===== config.mk =====
export PLATFORM = sky130hd
export DESIGN_NAME = issue_scoreboard
export DESIGN_NICKNAME = d
export VERILOG_FILES = /design/src/rtl/issue_scoreboard.sv
export SDC_FILE = /design/constraint.sdc
export NUM_CORES = 1
export LEC_CHECK = 0
export BUFFER_PORTS_ARGS = -buffer_cell sky130_fd_sc_hd__buf_2
export CORE_MARGIN = 2
export CORE_UTILIZATION = 41
export DETAILED_ROUTE_END_ITERATION = 8
export GPL_TIMING_DRIVEN = 0
export PLACE_DENSITY = 0.6
export SLEW_MARGIN = 20
export SYNTH_ARGS = -nofsm -noshare
export SYNTH_HDL_FRONTEND = slang
export SYNTH_SLANG_ARGS = --single-unit
export TNS_END_PERCENT = 30

===== constraint.sdc =====
create_clock -name clk -period 3.8 [get_ports clk]
set_clock_uncertainty 0.2 [all_clocks]
set_input_delay 0.38 -clock clk [delete_from_list [all_inputs] [get_ports clk]]
set_output_delay 0.38 -clock clk [all_outputs]
set_load 0.03 [all_outputs]

===== src/rtl/issue_scoreboard.sv =====
// Dual-issue register scoreboard for an in-order pipeline.
// Tracks a 2-bit countdown per architectural register (x1..x31) until its
// result can be forwarded. It decides each cycle whether instr1, instr2 or
// both enter EX1. If only instr1 can go, the block parks in SECOND and waits
// there until instr2's operands clear.
// Optional feature: define BYPASS_EX2_EN to treat a count of 1 as ready,
// because the EX2 result is forwarded.
// Ports:
//   clk, rstn            clock, synchronous active-low reset
//   id_valid             decode presents an instruction pair
//   id_i1_* / id_i2_*    register addresses, write enable and load flag per slot
//   id_i2_valid          slot 2 holds a real instruction
//   flush                branch redirect, kills the pair in decode
//   issue1, issue2       instruction enters EX1 this cycle (combinational)
//   id_ready             decode may advance at this edge (combinational)
//   stall                id_valid high and id_ready low (combinational)
module issue_scoreboard (
  input  logic       clk,
  input  logic       rstn,
  input  logic       id_valid,
  input  logic [4:0] id_i1_rs1,
  input  logic [4:0] id_i1_rs2,
  input  logic [4:0] id_i1_rd,
  input  logic       id_i1_we,
  input  logic       id_i1_load,
  input  logic [4:0] id_i2_rs1,
  input  logic [4:0] id_i2_rs2,
  input  logic [4:0] id_i2_rd,
  input  logic       id_i2_we,
  input  logic       id_i2_load,
  input  logic       id_i2_valid,
  input  logic       flush,
  output logic       issue1,
  output logic       issue2,
  output logic       id_ready,
  output logic       stall
);

  localparam int unsigned REG_W = 5;
  localparam int unsigned NREG  = 32;
  localparam int unsigned CNT_W = 2;
  localparam logic [CNT_W-1:0] ALU_CNT  = CNT_W'(2);
  localparam logic [CNT_W-1:0] LOAD_CNT = CNT_W'(3);
`ifdef BYPASS_EX2_EN
  localparam bit BYPASS = 1'b1;
`else
  localparam bit BYPASS = 1'b0;
`endif

  typedef enum logic {PAIR, SECOND} state_t;

  state_t state, state_nxt;
  logic [CNT_W-1:0] busy [1:NREG-1];
  logic [NREG-1:0]  rdy_vec;
  logic             i1_ok, i2_ok, conflict;
  logic             wr1, wr2;

  // Per-register operand readiness; x0 is always ready.
  always_comb begin
    rdy_vec    = '0;
    rdy_vec[0] = 1'b1;
    for (int r = 1; r < NREG; r++) begin
      rdy_vec[r] = (busy[r] == '0) || (BYPASS && (busy[r] == CNT_W'(1)));
    end
  end

  assign i1_ok = rdy_vec[id_i1_rs1] && rdy_vec[id_i1_rs2];
  assign i2_ok = rdy_vec[id_i2_rs1] && rdy_vec[id_i2_rs2];

  // instr2 cannot pair with instr1 if it depends on or overwrites instr1's
  // destination register, or if both instructions are loads.
  assign conflict = (id_i1_we && (id_i1_rd != '0) &&
                     ((id_i1_rd == id_i2_rs1) || (id_i1_rd == id_i2_rs2) ||
                      (id_i1_rd == id_i2_rd))) ||
                    (id_i1_load && id_i2_load);

  // Next state and issue decisions.
  always_comb begin
    state_nxt = state;
    issue1    = 1'b0;
    issue2    = 1'b0;
    id_ready  = 1'b1;
    if (!rstn) begin
      id_ready  = 1'b0;
      state_nxt = PAIR;
    end else if (id_valid) begin
      if (flush) begin
        state_nxt = PAIR;
      end else begin
        case (state)
          PAIR: begin
            issue1 = i1_ok;
            issue2 = i1_ok && id_i2_valid && i2_ok && !conflict;
            if (issue1 && id_i2_valid && !issue2) begin
              id_ready  = 1'b0;
              state_nxt = SECOND;
            end else begin
              id_ready = issue1;
            end
          end
          SECOND: begin
            issue2   = i2_ok;
            id_ready = i2_ok;
            if (i2_ok) state_nxt = PAIR;
          end
          default: state_nxt = PAIR;
        endcase
      end
    end
  end

  assign stall = rstn && id_valid && !id_ready;

  assign wr1 = issue1 && id_i1_we && (id_i1_rd != '0);
  assign wr2 = issue2 && id_i2_we && (id_i2_rd != '0);

  // FSM state register.
  always_ff @(posedge clk) begin
    if (!rstn) state <= PAIR;
    else       state <= state_nxt;
  end

  // Scoreboard counters: a new issue reloads the count; otherwise it counts down.
  always_ff @(posedge clk) begin
    for (int r = 1; r < NREG; r++) begin
      if (!rstn) begin
        busy[r] <= '0;
      end else if (wr2 && (id_i2_rd == REG_W'(r))) begin
        busy[r] <= id_i2_load ? LOAD_CNT : ALU_CNT;
      end else if (wr1 && (id_i1_rd == REG_W'(r))) begin
        busy[r] <= id_i1_load ? LOAD_CNT : ALU_CNT;
      end else if (busy[r] != '0) begin
        busy[r] <= busy[r] - CNT_W'(1);
      end
    end
  end

endmodule


* After elaboration in Yosys (flattened, before gate mapping)
Memory sizes are Yosys's and may differ from the RTL's. Index checks and enable logic that the tools add are counted. W data, S select, Z words.
Word-level totals: register bits after elaboration 1, RAM bits 62, bits of input ports 39, output and inout port bits 4, logic and storage cells 836, memories 1
Cells by class: add/subtract/negate cells 31, order comparisons 4, equality and inequality tests 65, multiplexer cells 493, bitwise gates (word level) 94, reductions and logical operators 147
Memories:
- busy | depth 31, width 2, rd ports 31, clocked after memory_dff 0, write ports 31, RTL line 53 | logic [CNT_W-1:0] busy [1:NREG-1];
Operators by type and width (count):
- $mux W1 | 393
- $mux W2 | 93
- $eq A5 B5 Y1 const B | 32
- $or A1 B1 Y1 | 93
- $eq A5 B4 Y1 const B | 16
- $logic_and A1 B1 Y1 | 77
- $logic_not A2 Y1 | 31
- $reduce_bool A2 Y1 | 31
- $sub A2 B1 Y2 const B | 31
- $eq A5 B3 Y1 const B | 8
- $lt A5 B6 Y1 const B | 4
- $bmux W1 S5 | 4
- $eq A5 B2 Y1 const B | 4
- $eq A5 B5 Y1 | 3
- $eq A5 B1 Y1 const B | 2
- $reduce_bool A5 Y1 | 2
- $pmux W1 S2 | 3
- $logic_not A1 Y1 | 3
- $logic_or A1 B1 Y1 | 3
- $not A1 Y1 | 1

* Logic depth before layout (Yosys ltp)
An unclocked memory read counts as a cell.
depth after elaboration 21, gate-level depth with buffers 11, mapped depth without buffers 9

* Worst setup path after synthesis
No wires, ideal clock.
kind flip-flop to output port, from register busy[0][18] (netlist name), to output stall, arrival time 2720 ps, slack 500 ps, stages on the path, launching flop included 11, cell sequence edfxtp_1 inv_1 ha_1 mux4_1 a32oi_1 o41ai_1 o21a_1 buf_6 and2_1 and4_1 nor3_1
RTL lines:
- end, declared | RTL line 36 | output logic stall

==> impl_metrics.json <==
{
  "status": "complete, no violations",
  "place_ws_ns": 0.2532,
  "firstDrtPassIters": 5,
  "whs_endpoint": "state",
  "r2r_start": "busy[0][6]",
  "track_usage_pct": 26.62,
  "ys.flop_type": "edfxtp_1",
  "p_leak_uw": 0.003002,
  "synthArstFlopShare_pct": 0,
  "ir_drop_mv": 0.2024,
  "synth_area_mm2": 0.006430,
  "overflow": 0,
  "cp-end-kind": "output pin",
  "ioPinCount": 43,
  "regArea_mm2": 0.001882,
  "drt_wl_total_mm": 21.49,
  "antenna_found_initial": 0,
  "hp-class": "input pin to flip-flop",
  "drtIter0Drc": 656,
  "crit_type": "flip-flop to output pin",
  "reg2reg_depth": 11,
  "cp.required_ns": 3.22,
  "multi_input_area_mm2": 0.004064,
  "viasPerCell": 6.294,
  "maxSlewViolCount": 0,
  "hold_start": "id_valid",
  "place_hpwl_mm": 16.60,
  "nFillCells": 1457,
  "timing_hold_violations_final": 0,
  "fin_crit_ns": 3.723,
  "cts-root-buf": "clkbuf_16",
  "synth_nets": 775,
  "die_h_um": 129.2,
  "syn_avg_cell_area_um2": 9.120,
  "htree_levels": 3,
  "clk_path_buf_depth": 2,
  "cts_sinks": 63,
  "cts_tree": "done",
  "path_clk_slew_ns": 0.05,
  "port_buffers": 23,
  "yosysTopAreaCell": "edfxtp_1",
  "pwr_density_cell_mw_per_mm2": 621.6,
  "synth_cell_types": 66,
  "initial_core_util_pct": 42.14,
  "cts_hold_buf": 0,
  "regToRegSetupSlack_ns": 0.37,
  "synth_enable_flop_cells": 62,
  "post-route-period-util_pct": 97.98,
  "rsz0062_at_grt": "false",
  "rr_endpoint": "busy[0][34]",
  "clk_latency_ns": 0.35,
  "clock.fmax_ghz": 0.2686,
  "nNetsFinal": 809,
  "hold_depth": 3,
  "fin_ws_ns": 0.07691,
  "diodes": 0,
  "syn2layout_area_growth_pct": 11.07,
  "ys_warn_count": 0,
  "grt_max_degree": 11,
  "maxCapViolCount": 0,
  "relSlewSlack_pct": 45.26,
  "syn_inst": 705,
  "die_area_mm2": 0.01670,
  "drc": 0,
  "start_kind": "flip-flop",
  "seq_area_frac_synth_pct": 29.27,
  "rows": 45,
  "cp_data_arrival_time_ns": 3.14,
  "die_x_um": 129.2,
  "synth_area_leaders": "edfxtp_1, mux2i_1, mux4_2, ha_1, nand4_1",
  "gp_congestion": 1.017,
  "grt_pass1_wl_mm": 32.94,
  "tightest_slew_ns": 0.8125,
  "routedWlPerCell_um": 22.53,
  "drive_gt1_share_pct": 16.02,
  "synth-seq-cells": 63,
  "path_max_fanout": 9,
  "setup_tns_ns": 0,
  "ant_nets": 0,
  "setup_viol": 0,
  "cts_buffers": 9,
  "synth_top_cell_area_share_pct": 28.96,
  "coreArea_mm2": 0.01526,
  "via_count": 6004,
  "grt_pass1_vias": 5750
}
-- per-layer routing --
layer / wire, um / track usage, % / share of wire (%)
met2: 9973 / 42.85 / 46
met4: 601 / 11.00 / 2.8
met3: 1300 / 3.633 / 6.0
met1: 9619 / 36.19 / 45
met5: 0 / 0 / 0
-- synth_stat cells (4+ instances only) --
cell type	number
nand2b_1	14
nor4_1	7
mux4_2	21
xor2_1	6
buf_2	15
mux2_2	13
inv_1	68
nand2_1	19
nand3_1	65
or3_1	21
nand4_1	56
buf_4	5
clkbuf_1	34
mux2i_1	65
o311ai_0	10
edfxtp_1	62
nor2_1	28
nor3_1	57
nor2b_1	8
and2_1	4
nor3b_1	6
xnor2_1	9
ha_1	31
and3_1	18
-- power breakdown --
part	internal, uW	switching, uW	leakage (uW)	total, uW
Combinational	986	1360	0.00218	2350
Sequential	1180	107	0.000687	1280
Clock	497	313	0.000133	810
-- timing repair --
action / CTS / global route
endpoints found under the setup margin: 2 / 3
setup buffers: 0 / 0
resized for setup: 2 / 18
-- through the flow --
step	area, um^2	utilization (%)	power [uW]	instances	hold slack [ns]
6_report	7142	46.81	4440	954	0.2508
5_1_grt	7142	46.81	4730	954	0.2583
4_1_cts	7094	46.49	4363	954	0.2302
3_5_place_dp	6809	44.62	3545	939	0.5542
3_3_place_gp	6809	44.62	3432	939	0.5363
2_1_floorplan	6430	-	2887	705	0.3998
-- worst max-delay path by stage --
stage / from / end / slack, ns
after detailed placement: busy[0][44] / busy[0][34] / 0.25
final: busy[0][22] / id_ready / 0.08
after floorplan: busy[0][18] / stall / 0.50
after global routing: busy[0][58] / id_ready / 0.005
after CTS: busy[0][18] / id_ready / 0.02
after global placement: busy[0][18] / stall / 0.33
-- state kept, by name, summed over array words and instances, names as in the netlist --
register,flops
busy,62
state,1
-- kinds of logic after synthesis --
family	synth area share, %
fa+ha+maj	6.032
mux	20.16
simple gates	27.38
xor+xnor	2.043
flops	29.27
compound gates	6.772
buf+inv	8.348
-- final cells by class --
| type | count | share of cell area (%) |
|---|---|---|
| Multi-Input combinational cell | 515 | 56.90 |
| Buffer | 58 | 3.907 |
| Timing Repair Buffer | 23 | 1.612 |
| Sequential cell | 63 | 26.35 |
| Clock inverter | 5 | 0.7008 |
| Clock buffer | 10 | 3.206 |
| Tap cell | 211 | 3.697 |
| Inverter | 69 | 3.626 |
-- critical path, cell delays in order, from the launching register on --
cell      delay, ns
edfxtp_1       0.34
inv_1          0.05
ha_1           0.31
mux4_2         0.51
a32oi_1        0.21
o41ai_2        0.12
o21a_1         0.20
buf_6          0.14
and2_1         0.18
and4_1         0.22
o31a_1         0.31
buf_2          0.19
-- cells in the final DEF (no fill, tap or decap), drive strengths merged, types with 4 or more instances in the layout --
cell type,instances
inv,68
mux2i,65
nand3,65
edfxtp,62
nor3,57
nand4,56
buf,47
clkbuf,44
ha,31
nor2,29
mux4,22
or3,21
nand2,19
and3,18
nand2b,14
mux2,13
o311ai,10
xnor2,9
nor2b,8
nor4,7
nor3b,6
xor2,6
and2,4
clkinv,4
No activity file was read; power rests on OpenSTA's default activity.
